[src/rtl/pipe_hazard_pkg.sv]
// Shared types and helpers for the pipeline hazard controller.
// The scoreboard entry stores register numbers zero-extended to MAX_REG_NUM_WIDTH bits.
package pipe_hazard_pkg;

  localparam int MAX_REG_NUM_WIDTH = 8;

  localparam logic [MAX_REG_NUM_WIDTH-1:0] REG_ZERO = '0;

  typedef struct packed {
    logic                         valid;
    logic [MAX_REG_NUM_WIDTH-1:0] dst;
    logic                         is_load;
  } slot_entry_t;

  function automatic int fwd_sel_width(input int depth);
    return (depth <= 2) ? 1 : $clog2(depth);
  endfunction

endpackage

[src/rtl/pipe_hazard_ctrl_if.sv]
// ID-stage request / hazard-control response bundle for pipe_hazard_ctrl.
// The master modport is the core side; the slave modport is the controller side.
interface pipe_hazard_ctrl_if #(
  parameter int DEPTH         = 3,
  parameter int REG_NUM_WIDTH = 5,
  parameter int CNT_WIDTH     = 32
);
  import pipe_hazard_pkg::*;

  localparam int SEL_W = fwd_sel_width(DEPTH);

  logic                     idValid;
  logic [REG_NUM_WIDTH-1:0] idRs;
  logic [REG_NUM_WIDTH-1:0] idRt;
  logic                     idUseA;
  logic                     idUseB;
  logic                     idWrEnable;
  logic [REG_NUM_WIDTH-1:0] idWrNum;
  logic                     idIsLoad;
  logic                     brTaken;
  logic                     stall;
  logic                     flush;
  logic [SEL_W-1:0]         fwdSelA;
  logic [SEL_W-1:0]         fwdSelB;
  logic [CNT_WIDTH-1:0]     stallCount;
  logic [CNT_WIDTH-1:0]     flushCount;

  modport master (
    output idValid, idRs, idRt, idUseA, idUseB, idWrEnable, idWrNum, idIsLoad, brTaken,
    input  stall, flush, fwdSelA, fwdSelB, stallCount, flushCount
  );

  modport slave (
    input  idValid, idRs, idRt, idUseA, idUseB, idWrEnable, idWrNum, idIsLoad, brTaken,
    output stall, flush, fwdSelA, fwdSelB, stallCount, flushCount
  );

endinterface

[src/rtl/hazard_src_match.sv]
// Youngest-producer search and forwardability test for one source operand.
// Forwarding is enabled by the PIPE_FWD_EN macro; without it every near match stalls.
module hazard_src_match
  import pipe_hazard_pkg::*;
#(
  parameter int DEPTH         = 3,
  parameter int REG_NUM_WIDTH = 5,
  parameter int LOAD_SLOT     = 2,
  parameter int SEL_W         = fwd_sel_width(DEPTH)
) (
  input  slot_entry_t [DEPTH-1:0]    i_slots,
  input  logic                       i_use,
  input  logic [REG_NUM_WIDTH-1:0]   i_src,
  output logic                       o_stall,
  output logic [SEL_W-1:0]           o_sel
);

`ifdef PIPE_FWD_EN
  localparam bit FWD_EN = 1'b1;
`else
  localparam bit FWD_EN = 1'b0;
`endif

  logic [MAX_REG_NUM_WIDTH-1:0] w_src;
  logic                         w_hit;
  logic                         w_load;
  logic                         w_near;
  logic                         w_fwdable;
  int                           w_idx;

  // NOTE: every signal gets a default at the top of always_comb so no path leaves it unassigned (no latch).
  always_comb begin
    w_src  = MAX_REG_NUM_WIDTH'(i_src);
    w_hit  = 1'b0;
    w_load = 1'b0;
    w_idx  = 0;
    // Scan oldest to youngest so the lowest matching index wins.
    for (int j = DEPTH - 1; j >= 0; j--) begin
      if (i_slots[j].valid && (i_slots[j].dst == w_src)) begin
        w_hit  = 1'b1;
        w_idx  = j;
        w_load = i_slots[j].is_load;
      end
    end
    // A producer already in WB is covered by the write-through register file.
    w_near    = i_use && (w_src != REG_ZERO) && w_hit && (w_idx <= DEPTH - 2);
    w_fwdable = FWD_EN && (!w_load || (w_idx + 1 >= LOAD_SLOT));
    o_stall   = w_near && !w_fwdable;
    o_sel     = (FWD_EN && w_near) ? SEL_W'(w_idx + 1) : '0;
  end

endmodule

[src/rtl/pipe_hazard_ctrl.sv]
// Interlock, forwarding-select and flush controller built on a shift-register write scoreboard.
// Define PIPE_FWD_EN to enable operand forwarding; otherwise fwdSelA/B stay 0 and all near hazards stall.
module pipe_hazard_ctrl
  import pipe_hazard_pkg::*;
#(
  parameter int DEPTH         = 3,
  parameter int REG_NUM_WIDTH = 5,
  parameter int LOAD_SLOT     = 2,
  parameter int BR_SLOT       = 1,
  parameter int CNT_WIDTH     = 32
) (
  input  logic               clk,
  input  logic               rst,
  pipe_hazard_ctrl_if.slave  bus
);

  localparam int SEL_W = fwd_sel_width(DEPTH);

  slot_entry_t [DEPTH-1:0] r_sb;
  slot_entry_t             w_new_entry;
  logic                    w_stall_a;
  logic                    w_stall_b;
  logic                    w_stall;
  logic                    w_flush;
  logic                    w_advance;
  logic                    w_issue;
  logic [SEL_W-1:0]        w_sel_a;
  logic [SEL_W-1:0]        w_sel_b;
  logic [SEL_W-1:0]        r_fwd_a;
  logic [SEL_W-1:0]        r_fwd_b;
  logic [CNT_WIDTH-1:0]    r_stall_cnt;
  logic [CNT_WIDTH-1:0]    r_flush_cnt;

  hazard_src_match #(
    .DEPTH(DEPTH), .REG_NUM_WIDTH(REG_NUM_WIDTH), .LOAD_SLOT(LOAD_SLOT), .SEL_W(SEL_W)
  ) u_match_a (
    .i_slots (r_sb),
    .i_use   (bus.idValid & bus.idUseA),
    .i_src   (bus.idRs),
    .o_stall (w_stall_a),
    .o_sel   (w_sel_a)
  );

  hazard_src_match #(
    .DEPTH(DEPTH), .REG_NUM_WIDTH(REG_NUM_WIDTH), .LOAD_SLOT(LOAD_SLOT), .SEL_W(SEL_W)
  ) u_match_b (
    .i_slots (r_sb),
    .i_use   (bus.idValid & bus.idUseB),
    .i_src   (bus.idRt),
    .o_stall (w_stall_b),
    .o_sel   (w_sel_b)
  );

  always_comb begin
    // A taken branch makes the ID instruction wrong-path, so it can never stall.
    w_flush     = bus.brTaken;
    w_stall     = bus.idValid & ~bus.brTaken & (w_stall_a | w_stall_b);
    w_advance   = bus.idValid & ~w_stall & ~w_flush;
    w_issue     = w_advance & bus.idWrEnable &
                  (MAX_REG_NUM_WIDTH'(bus.idWrNum) != REG_ZERO);
    w_new_entry = '0;
    if (w_issue) begin
      w_new_entry.valid   = 1'b1;
      w_new_entry.dst     = MAX_REG_NUM_WIDTH'(bus.idWrNum);
      w_new_entry.is_load = bus.idIsLoad;
    end
  end

  // NOTE: sequential state uses non-blocking assignments so every register samples pre-edge values.
  always_ff @(posedge clk) begin
    if (rst) begin
      r_sb        <= '0;
      r_fwd_a     <= '0;
      r_fwd_b     <= '0;
      r_stall_cnt <= '0;
      r_flush_cnt <= '0;
    end else begin
      for (int k = DEPTH - 1; k >= 1; k--) begin
        r_sb[k] <= (w_flush && (k < BR_SLOT)) ? '0 : r_sb[k-1];
      end
      r_sb[0] <= w_new_entry;
      r_fwd_a <= w_advance ? w_sel_a : '0;
      r_fwd_b <= w_advance ? w_sel_b : '0;
      if (w_stall && (r_stall_cnt != {CNT_WIDTH{1'b1}})) begin
        r_stall_cnt <= r_stall_cnt + CNT_WIDTH'(1);
      end
      if (w_flush && (r_flush_cnt != {CNT_WIDTH{1'b1}})) begin
        r_flush_cnt <= r_flush_cnt + CNT_WIDTH'(1);
      end
    end
  end

  assign bus.stall      = w_stall;
  assign bus.flush      = w_flush;
  assign bus.fwdSelA    = r_fwd_a;
  assign bus.fwdSelB    = r_fwd_b;
  assign bus.stallCount = r_stall_cnt;
  assign bus.flushCount = r_flush_cnt;

endmodule
[src/flat_wrapper.sv]
// flat-port wrapper written by rule: the top's interface ports become plain ports
module pipe_hazard_ctrl_flat import pipe_hazard_pkg::*;
#(
  parameter int DEPTH         = 3,
  parameter int REG_NUM_WIDTH = 5,
  parameter int LOAD_SLOT     = 2,
  parameter int BR_SLOT       = 1,
  parameter int CNT_WIDTH     = 32
)
  (clk, rst, bus_idValid, bus_idRs, bus_idRt, bus_idUseA, bus_idUseB, bus_idWrEnable, bus_idWrNum, bus_idIsLoad, bus_brTaken, bus_stall, bus_flush, bus_fwdSelA, bus_fwdSelB, bus_stallCount, bus_flushCount);
  pipe_hazard_ctrl_if #(.DEPTH(DEPTH), .REG_NUM_WIDTH(REG_NUM_WIDTH), .CNT_WIDTH(CNT_WIDTH)) bus_i ();
  input  logic clk;
  input  logic rst;
  input wire logic [$bits(bus_i.idValid)-1:0] bus_idValid;
  input wire logic [$bits(bus_i.idRs)-1:0] bus_idRs;
  input wire logic [$bits(bus_i.idRt)-1:0] bus_idRt;
  input wire logic [$bits(bus_i.idUseA)-1:0] bus_idUseA;
  input wire logic [$bits(bus_i.idUseB)-1:0] bus_idUseB;
  input wire logic [$bits(bus_i.idWrEnable)-1:0] bus_idWrEnable;
  input wire logic [$bits(bus_i.idWrNum)-1:0] bus_idWrNum;
  input wire logic [$bits(bus_i.idIsLoad)-1:0] bus_idIsLoad;
  input wire logic [$bits(bus_i.brTaken)-1:0] bus_brTaken;
  output wire logic [$bits(bus_i.stall)-1:0] bus_stall;
  output wire logic [$bits(bus_i.flush)-1:0] bus_flush;
  output wire logic [$bits(bus_i.fwdSelA)-1:0] bus_fwdSelA;
  output wire logic [$bits(bus_i.fwdSelB)-1:0] bus_fwdSelB;
  output wire logic [$bits(bus_i.stallCount)-1:0] bus_stallCount;
  output wire logic [$bits(bus_i.flushCount)-1:0] bus_flushCount;
  assign bus_i.idValid = bus_idValid;
  assign bus_i.idRs = bus_idRs;
  assign bus_i.idRt = bus_idRt;
  assign bus_i.idUseA = bus_idUseA;
  assign bus_i.idUseB = bus_idUseB;
  assign bus_i.idWrEnable = bus_idWrEnable;
  assign bus_i.idWrNum = bus_idWrNum;
  assign bus_i.idIsLoad = bus_idIsLoad;
  assign bus_i.brTaken = bus_brTaken;
  assign bus_stall = bus_i.stall;
  assign bus_flush = bus_i.flush;
  assign bus_fwdSelA = bus_i.fwdSelA;
  assign bus_fwdSelB = bus_i.fwdSelB;
  assign bus_stallCount = bus_i.stallCount;
  assign bus_flushCount = bus_i.flushCount;
  pipe_hazard_ctrl #(.DEPTH(DEPTH), .REG_NUM_WIDTH(REG_NUM_WIDTH), .LOAD_SLOT(LOAD_SLOT), .BR_SLOT(BR_SLOT), .CNT_WIDTH(CNT_WIDTH)) u_core (.clk(clk), .rst(rst), .bus(bus_i));
endmodule
[config.mk]
export PLATFORM = sky130hd
export DESIGN_NAME = pipe_hazard_ctrl_flat
export DESIGN_NICKNAME = d
export VERILOG_FILES = /design/src/rtl/pipe_hazard_pkg.sv /design/src/rtl/pipe_hazard_ctrl_if.sv /design/src/rtl/hazard_src_match.sv /design/src/rtl/pipe_hazard_ctrl.sv /design/src/flat_wrapper.sv
export SDC_FILE = /design/constraint.sdc
export NUM_CORES = 1
export LEC_CHECK = 0
export ABC_AREA = 0
export CAP_MARGIN = 25
export CORE_ASPECT_RATIO = 2
export CORE_MARGIN = 2
export CORE_UTILIZATION = 47
export DETAILED_ROUTE_END_ITERATION = 7
export GPL_TIMING_DRIVEN = 0
export PLACE_DENSITY = 0.87
export SKIP_LAST_GASP = 1
export SLEW_MARGIN = 10
export SYNTH_ARGS = -nofsm -noshare
export SYNTH_HDL_FRONTEND = slang
export SYNTH_HIERARCHICAL = 1
export SYNTH_SLANG_ARGS = --single-unit
[constraint.sdc]
create_clock -name clk -period 2.53 [get_ports clk]
set_clock_uncertainty 0.2 [all_clocks]
set_input_delay 0.3795 -clock clk [delete_from_list [all_inputs] [get_ports clk]]
set_output_delay 0.3795 -clock clk [all_outputs]
set_load 0.01 [all_outputs]
==> metrics <==
hold violation count in the final report=0; worst setup margin=-0.435 ns; RR Startpoint=u_core/r_sb[15]; DRT antenna net count=0; CP Capture Type=register; GRT Util Overall=0.272; met3 usage=0.0532; number of global-route vias before repair=4,497; fin util=0.696; Worst R2R Setup Slack=-0.43 ns; Lkg Pwr=2.24 nW; most frequent cells in the layout=clkdlybuf4s50_1, dfxtp_1, nand2_1; antenna cells=0; Port-buffer cells=90; fillers=669; Placeable Area=9010 µm²; share of cells above drive strength 1=0.210; unrepaired setup endpoints after global routing=true; outcome=finished, violations left; largest net degree at the start of global routing=13; grt ovf=0; syn_area_per_cell=8.64 µm²; H-tree Lvls=3; Worst slew margin=0.531; Syn-to-layout area delta=44.1%; DR vias=4,739; global placement routability congestion=1.01; r2r worst-path depth=9; crit-path max FO=8; detailed placer's ending HPWL=9.58 mm; WL/cell=20.0 µm; CTS tree=yes; starting density of the core=0.483; fin crit period=2.96 ns; pin slew with the least headroom to its limit=0.703 ns; Crit path arrival time=2.95 ns; FF-to-FF End=u_core/bus.stallCount[31]; Netlist Area Pre-Place=4350 µm²; sum of negative setup slack=-4.12 ns; clock latency on the worst-skew pair=0.34 ns; Finished Layout Cells=746; fin. max-slew vios=0; PwrDens=439 nW/µm²; Final period util=1.17; global-route wire length before repair=21.5 mm; CP required=2.51 ns; Vert. Die Dim=140 µm; I/O pins=93; layout net count=665; Yosys warnings=6; Worst Hold End=u_core/r_sb[19]; die span in x=72.1 µm; min-delay src=u_core/r_sb[9]; most common cell after layout, fill and taps aside=clkdlybuf4s50_1; CTS buffer count=9; Die Area=10,100 µm²; Starting DRT DRC Count=478; CTS Hold Buffers Added=0; Root Driver=clkbuf_16; CTS Sinks=80; Worst-path clk slew=0.06 ns; clk buf depth=2; crit path launch type=input pin; initial antenna violation count=0; Max-Cap Viols=0; row cnt=49; DRC Markers=0; Pre-antenna DRT Iters=5; peak supply drop=0.459 mV; Setup violations, final=27; Hold Crit Depth=1; hold slack final=0.297 ns; violated checks=negative setup slack; fmax=337 MHz; DP Cell Count=709; Post-Synthesis Cells=504; Hold Crit Class=register to register; met2 Use GR=0.498; WS Path Type=input pin to register; DR vias/cell=6.35; Routed WL=14.9 mm; met1 usage in global routing=0.261; global route hottest layer=met2
-- routing by layer --
metal / share of wire / up-vias
met1: 0.33 / 2248
li1: - / 2128
met3: 0.055 / 87
met2: 0.55 / 276
met5: 0 / -
met4: 0.061 / 0
-- worst max-delay path by stage --
| stage | startpoint | end | slack, ns | depth (start not counted) |
|---|---|---|---|---|
| after floorplan | bus_idRt[1] | u_core/bus.stallCount[30] | 0.06 | 9 |
| after global placement | bus_idRt[1] | u_core/r_sb[9] | -0.75 | 8 |
| after detailed placement | bus_idRs[1] | u_core/bus.stallCount[30] | -0.91 | 10 |
| final | bus_idRt[3] | u_core/bus.stallCount[31] | -0.43 | 10 |
| after global routing | u_core/r_sb[15] | u_core/bus.stallCount[31] | -0.36 | 9 |
| after CTS | bus_idRs[1] | bus_stall | -0.11 | 8 |
-- report_power, final --
part / switching (mW) / internal, mW / total (mW) / leakage (nW)
registers: 0.00801 / 1.27 / 1.28 / 0.648
clock network: 0.500 / 0.815 / 1.31 / 0.146
logic: 0.0930 / 0.0692 / 0.162 / 1.45
-- critical path, cell delays in order --
cell	delay, ns
dlygate4sd2_1	0.28
xor2_1	0.18
nor4_2	0.35
nand3_1	0.18
a21oi_2	0.25
or2_4	0.19
and3_4	0.24
nand2_4	0.10
o41ai_1	0.62
a21oi_2	0.15
-- repair_timing --
item,in CTS,in global routing
cloned,0,2
pin swaps,6,29
setup endpoints to repair,51,60
setup buffers,3,18
resized for setup,39,60
-- metrics by stage --
step / worst slack (ns) / power [mW] / area, µm²
6_report: -0.435 / 2.75 / 6270
3_5_place_dp: -0.913 / 1.46 / 5440
5_1_grt: -0.358 / 2.84 / 6270
4_1_cts: -0.114 / 2.77 / 5870
2_1_floorplan: 0.0608 / 1.38 / 4410
3_3_place_gp: -0.752 / 1.45 / 5440
-- state kept, by name (all words and copies together) (netlist names) --
signal and count:
u_core/bus.fwdSelA 2, u_core/bus.stallCount 32, u_core/r_sb 12, u_core/bus.flushCount 32, u_core/bus.fwdSelB 2
-- cell type report --
cell class                      instances  area (µm²)  share of cell area
Multi-Input combinational cell        409        3030               0.483
Inverter                               10        42.5             0.00678
Tap cell                              102         128              0.0203
Buffer                                 19         103              0.0164
Clock buffer                           13         260              0.0415
Clock inverter                          2        38.8             0.00618
Timing Repair Buffer                  111        1060               0.169
Sequential cell                        80        1610               0.256
Power figures use the tool's default switching activity.
